**src/rtl/arbiter_rr_4ph_sync.sv**
```systemverilog
`timescale 1ns/1ps
// arbiter_rr_4ph_sync
// Clocked N-way mutual-exclusion arbiter for single-rail 4-phase (return-to-zero)
// channels. N independent clients compete for one shared downstream channel
// r0/a0. Every request line and the downstream ack pass through SYNC_STAGES
// flops before the FSM looks at them, so producers and the consumer may sit in
// other timing domains. Winner selection is round-robin (PRIO_MODE=0) or fixed
// priority with the lowest index winning (PRIO_MODE=1).
module arbiter_rr_4ph_sync #(
  parameter int N           = 4,
  parameter int SYNC_STAGES = 2,
  parameter int PRIO_MODE   = 0,
  localparam int IW         = (N > 1) ? $clog2(N) : 1
) (
  input  logic          clk,
  input  logic          rstn,
  input  logic [N-1:0]  r,
  output logic [N-1:0]  a,
  output logic          r0,
  input  logic          a0,
  output logic [IW-1:0] gnt_idx,
  output logic          busy,
  output logic          proto_err
);

  // Handshake phases of the shared channel
  localparam logic [1:0] IDLE = 2'd0;
  localparam logic [1:0] REQ  = 2'd1;
  localparam logic [1:0] HOLD = 2'd2;
  localparam logic [1:0] RTZ  = 2'd3;

  logic [1:0]    state;
  logic [IW-1:0] ptr;
  logic [IW-1:0] ptr_next;
  logic [N-1:0]  r_s;
  logic          a0_s;
  logic          win_valid;
  logic [IW-1:0] win_idx;
  logic [IW:0]   cand_sum;
  logic [N-1:0]  gnt_onehot;

  // Synchroniser chain; with zero stages the inputs are used directly
  generate
    if (SYNC_STAGES == 0) begin : g_nosync
      assign r_s  = r;
      assign a0_s = a0;
    end else begin : g_sync
      logic [N:0] sync_q [SYNC_STAGES];

      // Shift the downstream ack and all client requests through the chain together
      always_ff @(posedge clk or negedge rstn) begin
        if (!rstn) begin
          for (int i = 0; i < SYNC_STAGES; i++) begin
            sync_q[i] <= '0;
          end
        end else begin
          sync_q[0] <= {a0, r};
          for (int i = 1; i < SYNC_STAGES; i++) begin
            sync_q[i] <= sync_q[i-1];
          end
        end
      end

      assign r_s  = sync_q[SYNC_STAGES-1][N-1:0];
      assign a0_s = sync_q[SYNC_STAGES-1][N];
    end
  endgenerate

  // Pick the first pending client, scanning upward from the pointer with
  // wrap-around in round-robin mode, or from index 0 in fixed-priority mode
  always_comb begin
    win_valid = 1'b0;
    win_idx   = '0;
    cand_sum  = '0;
    for (int k = 0; k < N; k++) begin
      if (PRIO_MODE != 0) begin
        cand_sum = (IW+1)'(k);
      end else begin
        cand_sum = {1'b0, ptr} + (IW+1)'(k);
        if (cand_sum >= (IW+1)'(N)) begin
          cand_sum = cand_sum - (IW+1)'(N);
        end
      end
      if (!win_valid && r_s[cand_sum[IW-1:0]]) begin
        win_valid = 1'b1;
        win_idx   = cand_sum[IW-1:0];
      end
    end
  end

  // The client after the last winner gets first look at the next arbitration
  assign ptr_next = (gnt_idx == IW'(N-1)) ? '0 : gnt_idx + 1'b1;

  assign gnt_onehot = N'(1) << gnt_idx;

  // Any state other than IDLE means the downstream channel is owned
  assign busy = (state != IDLE);

  // Main handshake FSM: at most one transition per clock edge; gnt_idx
  // keeps the last winner through IDLE so it can be read after completion
  always_ff @(posedge clk or negedge rstn) begin
    if (!rstn) begin
      state     <= IDLE;
      a         <= '0;
      r0        <= 1'b0;
      gnt_idx   <= '0;
      ptr       <= '0;
      proto_err <= 1'b0;
    end else begin
      case (state)
        IDLE: begin
          if (a0_s) begin
            proto_err <= 1'b1;
          end
          if (win_valid) begin
            gnt_idx <= win_idx;
            r0      <= 1'b1;
            state   <= REQ;
          end
        end
        REQ: begin
          if (!r_s[gnt_idx]) begin
            proto_err <= 1'b1;
          end
          if (a0_s) begin
            a     <= gnt_onehot;
            state <= HOLD;
          end
        end
        HOLD: begin
          if (!r_s[gnt_idx]) begin
            r0    <= 1'b0;
            state <= RTZ;
          end
        end
        RTZ: begin
          if (!a0_s) begin
            a     <= '0;
            state <= IDLE;
            if (PRIO_MODE == 0) begin
              ptr <= ptr_next;
            end
          end
        end
        default: begin
          state <= IDLE;
        end
      endcase
    end
  end

endmodule

```
**config.mk**
```make
export PLATFORM = sky130hd
export DESIGN_NAME = arbiter_rr_4ph_sync
export DESIGN_NICKNAME = d
export VERILOG_FILES = /design/src/rtl/arbiter_rr_4ph_sync.sv
export SDC_FILE = /design/constraint.sdc
export NUM_CORES = 1
export LEC_CHECK = 0
export CAP_MARGIN = 20
export CORE_MARGIN = 1.5
export CORE_UTILIZATION = 56
export CTS_BUF_LIST = sky130_fd_sc_hd__clkbuf_4 sky130_fd_sc_hd__clkbuf_8 sky130_fd_sc_hd__clkbuf_16
export CTS_CLUSTER_DIAMETER = 150
export DETAILED_ROUTE_END_ITERATION = 8
export PLACE_DENSITY = 0.89
export REMOVE_ABC_BUFFERS = 1
export SLEW_MARGIN = 20
export SYNTH_ARGS = -nofsm -noshare
export SYNTH_HDL_FRONTEND = slang
export SYNTH_SLANG_ARGS = --single-unit
```
**constraint.sdc**
```tcl
create_clock -name clk -period 3.21 [get_ports clk]
set_clock_uncertainty 0.2 [all_clocks]
set_input_delay 0.4815 -clock clk [delete_from_list [all_inputs] [get_ports clk]]
set_output_delay 0.4815 -clock clk [all_outputs]
set_load 0.01 [all_outputs]
```
=== After elaboration in Yosys (flattened, before gate mapping) ===
Cells that the tools add are included.

* Flip-flop bits (word level): 22
* Input port bits: 7
* Output and inout bits: 9
* Logic and storage cells: 91

* Add/sub/neg operators: 8
* Order comparisons: 9
* Equal/unequal tests: 10
* Shift operators: 1
* Multiplexer cells: 37
* Bitwise operators: 1
* Reductions and logical operators: 17

{| class="wikitable"
|+ Operator list
! kind !! number
|-
| $mux 2 || 13
|-
| $lt 2x3->1 const B || 5
|-
| $mux 1 || 13
|-
| $ne 2x2->1 const B || 6
|-
| $bmux 1 s2 || 5
|-
| $ge 3x3->1 const B || 3
|-
| $reduce_and 3->1 || 3
|-
| $mux 4 || 2
|-
| $pmux 2 s4 || 1
|-
| $pmux 4 s2 || 1
|-
| $reduce_bool 2->1 || 4
|-
| $sub 2x1->2 const B || 4
|-
| $add 2x2->3 const B || 2
|-
| $eq 2x2->1 const B || 3
|-
| $pmux 1 s2 || 2
|-
| $reduce_and 2->1 || 2
|-
| $reduce_and 4->1 || 1
|-
| $shl 1x2->4 const A || 1
|-
| $add 2x1->3 const B || 1
|-
| $ge 2x3->1 const B || 1
|-
| $logic_and 1x1->1 || 3
|-
| $logic_not 1->1 || 3
|-
| $add 2x1->2 const B || 1
|-
| $eq 2x1->1 const B || 1
|-
| 2 further kinds || 2
|}

=== Logic depth before layout (Yosys ltp) ===
Gate-level depths: netlist of the first run.

* Word-level depth: 16
* Mapped depth: 6
* Mapped depth without buffers: 6

=== Worst setup path before layout of the first run ===
OpenSTA, ideal clock, no wires.

* Kind: reg-to-reg
* Start: reg state[0]
* End: reg state[1]
* Setup time: 125 ps
* Data arrival time: 1,503 ps
* Data required time: 2,885 ps
* Path slack: 1,382 ps
* Stages on the path, launching flop included: 7
* Path buffers: 1
* Clock period less this slack: 1,828 ps
* Cells stage by stage: dfrtp_1 ha_1 buf_2 mux2i_1 o31ai_2 a211oi_2 mux2_4

* Cells in the longest elaborated chain, start to end: 3
* Elaborated cells between the ends (all ways): 10
* Those cells by class: eq/ne (7); mux (1); reduce/logical (2)

{| class="wikitable"
|+ RTL lines
! element !! RTL line !! RTL
|-
| from (decl) || 32 || <nowiki>logic [1:0] state;</nowiki>
|-
| from (signal assigned) || 103 || <nowiki>state <= IDLE;</nowiki>
|-
| from (signal assigned) || 118 || <nowiki>state <= REQ;</nowiki>
|-
| from (signal assigned) || 127 || <nowiki>state <= HOLD;</nowiki>
|-
| $eq 2x2->1, or another cell as far along || 110 || <nowiki>case (state)</nowiki>
|-
| $ne 2x2->1 (no source line) || n/a ||
|-
| $reduce_and 4->1 (no source line) || n/a ||
|}

Several ways; a longest one is shown, not always the timed one.
A chain may end at the register's enable or synchronous reset.

=== Worst setup path after layout of the first run ===
* Start: reg state[0]
* End: out busy

* Cells in the longest elaborated chain, start to end: 1

{| class="wikitable"
|+ RTL lines
! element !! RTL line !! RTL
|-
| $reduce_bool 2->1 || 97 || <nowiki>assign busy = (state != IDLE);</nowiki>
|-
| to (decl) || 22 || <nowiki>output logic busy,</nowiki>
|}

Every way passes these cells.

==> results.ini, run 1 <==
[run_status]
status = finished clean

[cells_and_area]
nets = 125
layout_common_cells = dfrtp_1, clkdlybuf4s50_1, ha_1
antenna-diode-count = 0
layout_commonest_cell = dfrtp_1
seq_area_um2 = 551
drive_gt1_share_pct = 10.1
num-fill-cells = 131
fin_cells = 134
areaGrowthSynthToFinish_pct = 20.8
multi_input_area_um2 = 477

[global_routing]
grt_pass1_wl_mm = 3.04
grt_max_degree = 23
grt_util_met3_pct = 4.71
met2_usage_pct = 35.3
use_met1_pct = 24.8
grt_overflow = 0
grt_usage_pct = 20.4
busiest_layer = met2
grt_pass1_vias = 734
grt_antenna_before_repair = 0

[clock_tree]
cts_tree = built
cts_resized = 0
clock_latency_ns = 0.32
clk_pin_slew_ns = 0.13
cts_hold_buf = 0
cts_htree_levels = 1
cts_buffer_depth = 2
cts.sinks = 22
numCtsBuffers = 3
root_buffer = clkbuf_4
cts_setup_buffers = 0

[timing]
hold_slack_ns = 0.166
rsz0062_at_grt = no
setup_violations = 0
slew_violations = 0
slew_headroom_pct = 38.4
fin_crit_sh_pct = 74.9
fin_ws_ns = 0.805
clock.fmax_mhz = 416
worst_slew_pin_slew_ns = 0.921
finalHoldViolations = 0
finalSetupTns_ns = 0
finalCriticalPeriod_ns = 2.41

[floorplan]
fp.dieH_um = 46.6
core_area_um2 = 1750
dieWidth_um = 46.6
pin_count = 16
die_area_um2 = 2170
initial_core_util_pct = 60.9
row_count = 15

[yosys]
synth_compound_area_share_pct = 14.1
synth-seq-cells = 22
synthXorXnorAreaFrac_pct = 0
avgSynthCellArea_um2 = 11.4
yosysUniqueCellTypes = 21
syn_inst = 93
synthAdderAreaFrac_pct = 9.42
synth_area_um2 = 1060
synth-simple-area-share_pct = 11.2
synth_top_family_by_area = compound AO/OA/AOI/OAI gates
muxShareOfSynthArea_pct = 10.1
yosys_warnings = 0
synth_seq_area_share_pct = 51.8

[setup_path]
end_kind = output pin
timing.setup.critical_path_class = reg -> out
startpoint_type = flop
crit_chain = inv_1 > ha_1 > inv_1 > clkdlybuf4s50_1
crit_fanout = 5
critPathMaxStageDelay_ns = 0.54
arrival_ns = 1.72
path_common_cell = inv_1
worst_r2r_path_depth = 6
cp.required_ns = 2.53
r2r_end = state[1]
reg2reg_slack_ns = 1.15
slowest_stage = clkdlybuf4s50_1
reg2reg_from = state[1]

[pwr]
vdd_drop_max_uv = 692
p_seq_share_pct = 37.3
swShare_pct = 36.5
p_switching_mw = 0.426
powerDensity_nw_per_um2 = 910
clkPwrFrac_pct = 18.1
p_leak_nw = 0.559
p_int_mw = 0.741
total_power_mw = 1.17
combPwrFrac_pct = 44.5

[placement]
gp_congestion = 0.824
port_buffers = 15
hpwlAfterDp_mm = 1.38
post-place-ws_ns = 1.15
dp.cells = 130

[hold_path]
min_to = g_sync.sync_q[2]
worstHoldStart = g_sync.sync_q[7]
hold_path.class = reg -> reg
hold_depth = 0

[run]
maxCapViolCount = 0

[detailed_routing]
vias_per_cell = 5.57
ant_nets = 0
drtIter0Drc = 2
wirelength_mm = 1.88
dr_total_vias = 747
drc = 0
firstDrtPassIters = 4
wl_per_cell_um = 14.1

[power by group through the flow]
| stage | Sequential, mW | Combinational [mW] | Clock [mW] |
|---|---|---|---|
| floorplan | 0.440 | 0.328 | 0 |
| global placement | 0.433 | 0.492 | 0 |
| detailed placement | 0.439 | 0.522 | 0 |
| CTS | 0.434 | 0.525 | 0.217 |
| global route | 0.445 | 0.576 | 0.223 |
| finish | 0.436 | 0.520 | 0.212 |
[routing by layer]
| metal | share of wire [%] | wire length (um) |
|---|---|---|
| met1 | 42 | 797 |
| met2 | 51 | 969 |
| met3 | 4.8 | 91 |
| met4 | 1.3 | 25 |
| met5 | 0 | 0 |
[cells in the mapped netlist]
cell / number / area [um2]
mux2_4: 1 / 15.0
o31ai_1: 2 / 15.0
a211oi_2: 1 / 12.5
buf_2: 1 / 5.00
o31ai_2: 1 / 12.5
nand2_1: 4 / 15.0
mux2i_1: 7 / 70.1
a211oi_1: 6 / 45.0
nand2b_1: 4 / 25.0
a21oi_1: 7 / 35.0
o21ai_0: 6 / 30.0
mux2_2: 2 / 22.5
nor4_4: 1 / 21.3
or2_2: 1 / 6.26
nor3b_1: 1 / 7.51
dfrtp_1: 22 / 551
clkbuf_1: 2 / 7.51
ha_1: 8 / 100
nor2_1: 5 / 18.8
inv_1: 6 / 22.5
nor3_1: 5 / 25.0
[logic make-up (layout without fill, tap and decap cells)]
family,after synthesis,after routing
DFF,22,22
adders and majority gates,8,8
AOI/OAI and AO/OA,23,23
buffers and inverters,9,25
muxes,10,10
and+or+nand+nor,21,21
[sequential cells by signal (all words and copies together) (netlist names)]
| name | cells |
|---|---|
| a | 4 |
| proto_err | 1 |
| gnt_idx | 2 |
| r0 | 1 |
| ptr | 2 |
| state | 2 |
| g_sync.sync_q | 9 |
| a0_s | 1 |
[how the worst max path moves through the flow]
| stage | startpoint | end | slack, ns | cells after the start |
|---|---|---|---|---|
| floorplan | state[1] | state[1] | 1.39 | 6 |
| global placement | state[0] | busy | 1.20 | 4 |
| detailed placement | state[0] | busy | 1.15 | 4 |
| CTS | state[0] | busy | 0.78 | 4 |
| global route | state[0] | busy | 0.74 | 4 |
| finish | state[0] | busy | 0.80 | 4 |
[critical path: cells and delay by family (launching register included)]
kind | cells | cell delay, ns
buffers and inverters | 3 | 0.75
adder cells (fa/ha/maj) | 1 | 0.27
flip-flops | 1 | 0.40
[layout make-up]
cell class	count	share of cell area [%]
clock buffers	3	1.75
multi-input cells	62	37.1
clock inverters	1	2.34
inverters	6	1.75
repair buffers	15	11.7
well taps	25	2.44
flip-flops and latches	22	42.9
[through the flow]
| step | cell area (um2) | util, % |
|---|---|---|
| 6_report | 1280 | 73.5 |
| 5_1_grt | 1280 | 73.5 |
| 4_1_cts | 1280 | 73.5 |
| 3_5_place_dp | 1230 | 70.5 |
| 3_3_place_gp | 1230 | 70.5 |
| 2_1_floorplan | 1050 | - |
(Power assumes the default switching activity.)
==> run 2: changes to the inputs <==
--- a/config.mk
+++ b/config.mk
@@ -7,11 +7,11 @@
 export LEC_CHECK = 0
 export CAP_MARGIN = 20
 export CORE_MARGIN = 1.5
-export CORE_UTILIZATION = 56
+export CORE_UTILIZATION = 52
 export CTS_BUF_LIST = sky130_fd_sc_hd__clkbuf_4 sky130_fd_sc_hd__clkbuf_8 sky130_fd_sc_hd__clkbuf_16
 export CTS_CLUSTER_DIAMETER = 150
 export DETAILED_ROUTE_END_ITERATION = 8
-export PLACE_DENSITY = 0.89
+export PLACE_DENSITY = 0.84
 export REMOVE_ABC_BUFFERS = 1
 export SLEW_MARGIN = 20
 export SYNTH_ARGS = -nofsm -noshare
==> constraint.sdc (replaced) <==
create_clock -name clk -period 2.4 [get_ports clk]
set_clock_uncertainty 0.2 [all_clocks]
set_input_delay 0.36 -clock clk [delete_from_list [all_inputs] [get_ports clk]]
set_output_delay 0.36 -clock clk [all_outputs]
set_load 0.01 [all_outputs]
==> run 2 against run 1 <==
Net effect:
- final cell count increased by 2.2%
- sequential share of layout area grew 0.21 points
- via count increased by 0.13%
- power rose by 26%
- highest routed layer unchanged
==> results.ini, run 2 (synthesized netlist as in run 1, its figures left out) <==
[run_status]
status = finished clean

[floorplan]
die_area_um2 = 2320
fp.dieH_um = 48.2
row_count = 16
initial_core_util_pct = 54.7
pin_count = 16
core_area_um2 = 1940
dieWidth_um = 48.2

[cells_and_area]
drive_gt1_share_pct = 10.9
largest_reg_flops = 9
final_area_um2 = 1280
largestRegisters = g_sync.sync_q (9), a (4)
num-fill-cells = 145
antenna-diode-count = 0
multi_input_area_um2 = 477
areaGrowthSynthToFinish_pct = 20.3
nets = 126
fin_cells = 137
layout_common_cells = dfrtp_1, clkdlybuf4s50_1, ha_1
layout_commonest_cell = dfrtp_1
regMostFlops = g_sync.sync_q
seq_area_um2 = 551

[pwr]
vdd_drop_max_uv = 743
powerDensity_nw_per_um2 = 1150
p_leak_nw = 0.556

[setup_path]
arrival_ns = 1.72
path_common_cell = inv_1
r2r_end = state[1]
startpoint_type = flop
reg2reg_slack_ns = 0.38
cp.required_ns = 1.84
crit_fanout = 5
worst_r2r_path_depth = 6
critPathMaxStageDelay_ns = 0.54
crit_chain = inv_1 > ha_1 > inv_1 > clkdlybuf4s50_1
critPathBufInv = 3
timing.setup.critical_path_class = reg -> out
end_kind = output pin
slowest_stage = clkdlybuf4s50_1
critPathTopFamily = buffers and inverters
reg2reg_from = state[1]

[clock_tree]
cts_htree_levels = 1
numCtsBuffers = 3
clock_latency_ns = 0.30
cts.sinks = 22
cts_buffer_depth = 2
clk_pin_slew_ns = 0.11
cts_tree = built
cts_resized = 0
cts_hold_buf = 0
cts_setup_buffers = 0
root_buffer = clkbuf_4

[global_routing]
grt_pass1_wl_mm = 2.90
grt_overflow = 0
grt_max_degree = 23
grt_pass1_vias = 695
grt_usage_pct = 18.3
grt_antenna_before_repair = 0

[hold_path]
worstHoldStart = g_sync.sync_q[9]
hold_path.class = reg -> reg
hold_depth = 0
min_to = a0_s

[timing]
finalCriticalPeriod_ns = 2.28
finalSetupTns_ns = 0
setup_violations = 0
fin_ws_ns = 0.116
finalHoldViolations = 0
rsz0062_at_grt = no
hold_slack_ns = 0.163
worst_slew_pin_slew_ns = 0.364
clock.fmax_mhz = 438
fin_crit_sh_pct = 95.2
slew_headroom_pct = 75.8
slew_violations = 0

[run]
maxCapViolCount = 0

[detailed_routing]
drtIter0Drc = 5
wl_per_cell_um = 13.6
wirelength_mm = 1.86
firstDrtPassIters = 4
drc = 0
ant_nets = 0
dr_total_vias = 748
vias_per_cell = 5.46

[placement]
dp.cells = 133
placed_cell_area_um2 = 1240
hpwlAfterDp_mm = 1.39
post-place-ws_ns = 0.397
gp_congestion = 0.765
port_buffers = 15

## run 2: cell count changes in the layout (fill, tap and decap cells not counted)
cell,previous run,this run
clkbuf_8,0,1
buf_4,0,1
bufinv_16,1,0
## run 2: worst max path at each step
stage,endpoint,depth (start not counted),slack [ns],from
2_1_floorplan,state[1],6,0.58,state[1]
3_3_place_gp,busy,4,0.47,state[0]
3_5_place_dp,state[1],6,0.40,state[1]
4_1_cts,busy,4,0.11,state[0]
5_1_grt,busy,4,0.005,state[0]
6_report,busy,4,0.12,state[0]
## run 2: power by group
| group | internal [mW] | leakage, nW | switching [mW] | total (mW) |
|---|---|---|---|---|
| combinational | 0.354 | 0.276 | 0.331 | 0.685 |
| sequential | 0.469 | 0.260 | 0.117 | 0.586 |
| clock | 0.0925 | 0.0210 | 0.103 | 0.195 |
| total | 0.916 | 0.556 | 0.551 | 1.47 |
## run 2: area by class of cell
cell class                      instances  area share, %
Multi-Input combinational cell         62           37.3
Tap cell                               27           2.64
Inverter                                6           1.76
Clock buffer                            4           2.84
Timing Repair Buffer                   16           12.3
Sequential cell                        22           43.1
## run 2: routing by layer
layer  global-route usage [%]  part of all wire, %  up-vias
li1                         -                    -      361
met1                     22.9                   46      367
met3                     4.44                  3.1        5
met2                     29.7                   50       15
met5                        0                    0        -
met4                     8.11                  1.7        0
## run 2: metrics by stage
step | total power [mW] | util, %
2_1_floorplan | 1.03 | -
3_3_place_gp | 1.24 | 63.9
3_5_place_dp | 1.28 | 63.9
4_1_cts | 1.48 | 65.8
5_1_grt | 1.58 | 65.8
6_report | 1.47 | 65.8
==> run 3: changes to the inputs <==
--- a/config.mk
+++ b/config.mk
@@ -11,6 +11,7 @@
 export CTS_BUF_LIST = sky130_fd_sc_hd__clkbuf_4 sky130_fd_sc_hd__clkbuf_8 sky130_fd_sc_hd__clkbuf_16
 export CTS_CLUSTER_DIAMETER = 150
 export DETAILED_ROUTE_END_ITERATION = 8
+export GPL_ROUTABILITY_DRIVEN = 0
 export PLACE_DENSITY = 0.84
 export REMOVE_ABC_BUFFERS = 1
 export SLEW_MARGIN = 20
==> results of run 3 <==
Same layout as run 2: the final DEF is identical, and so are final timing and power.
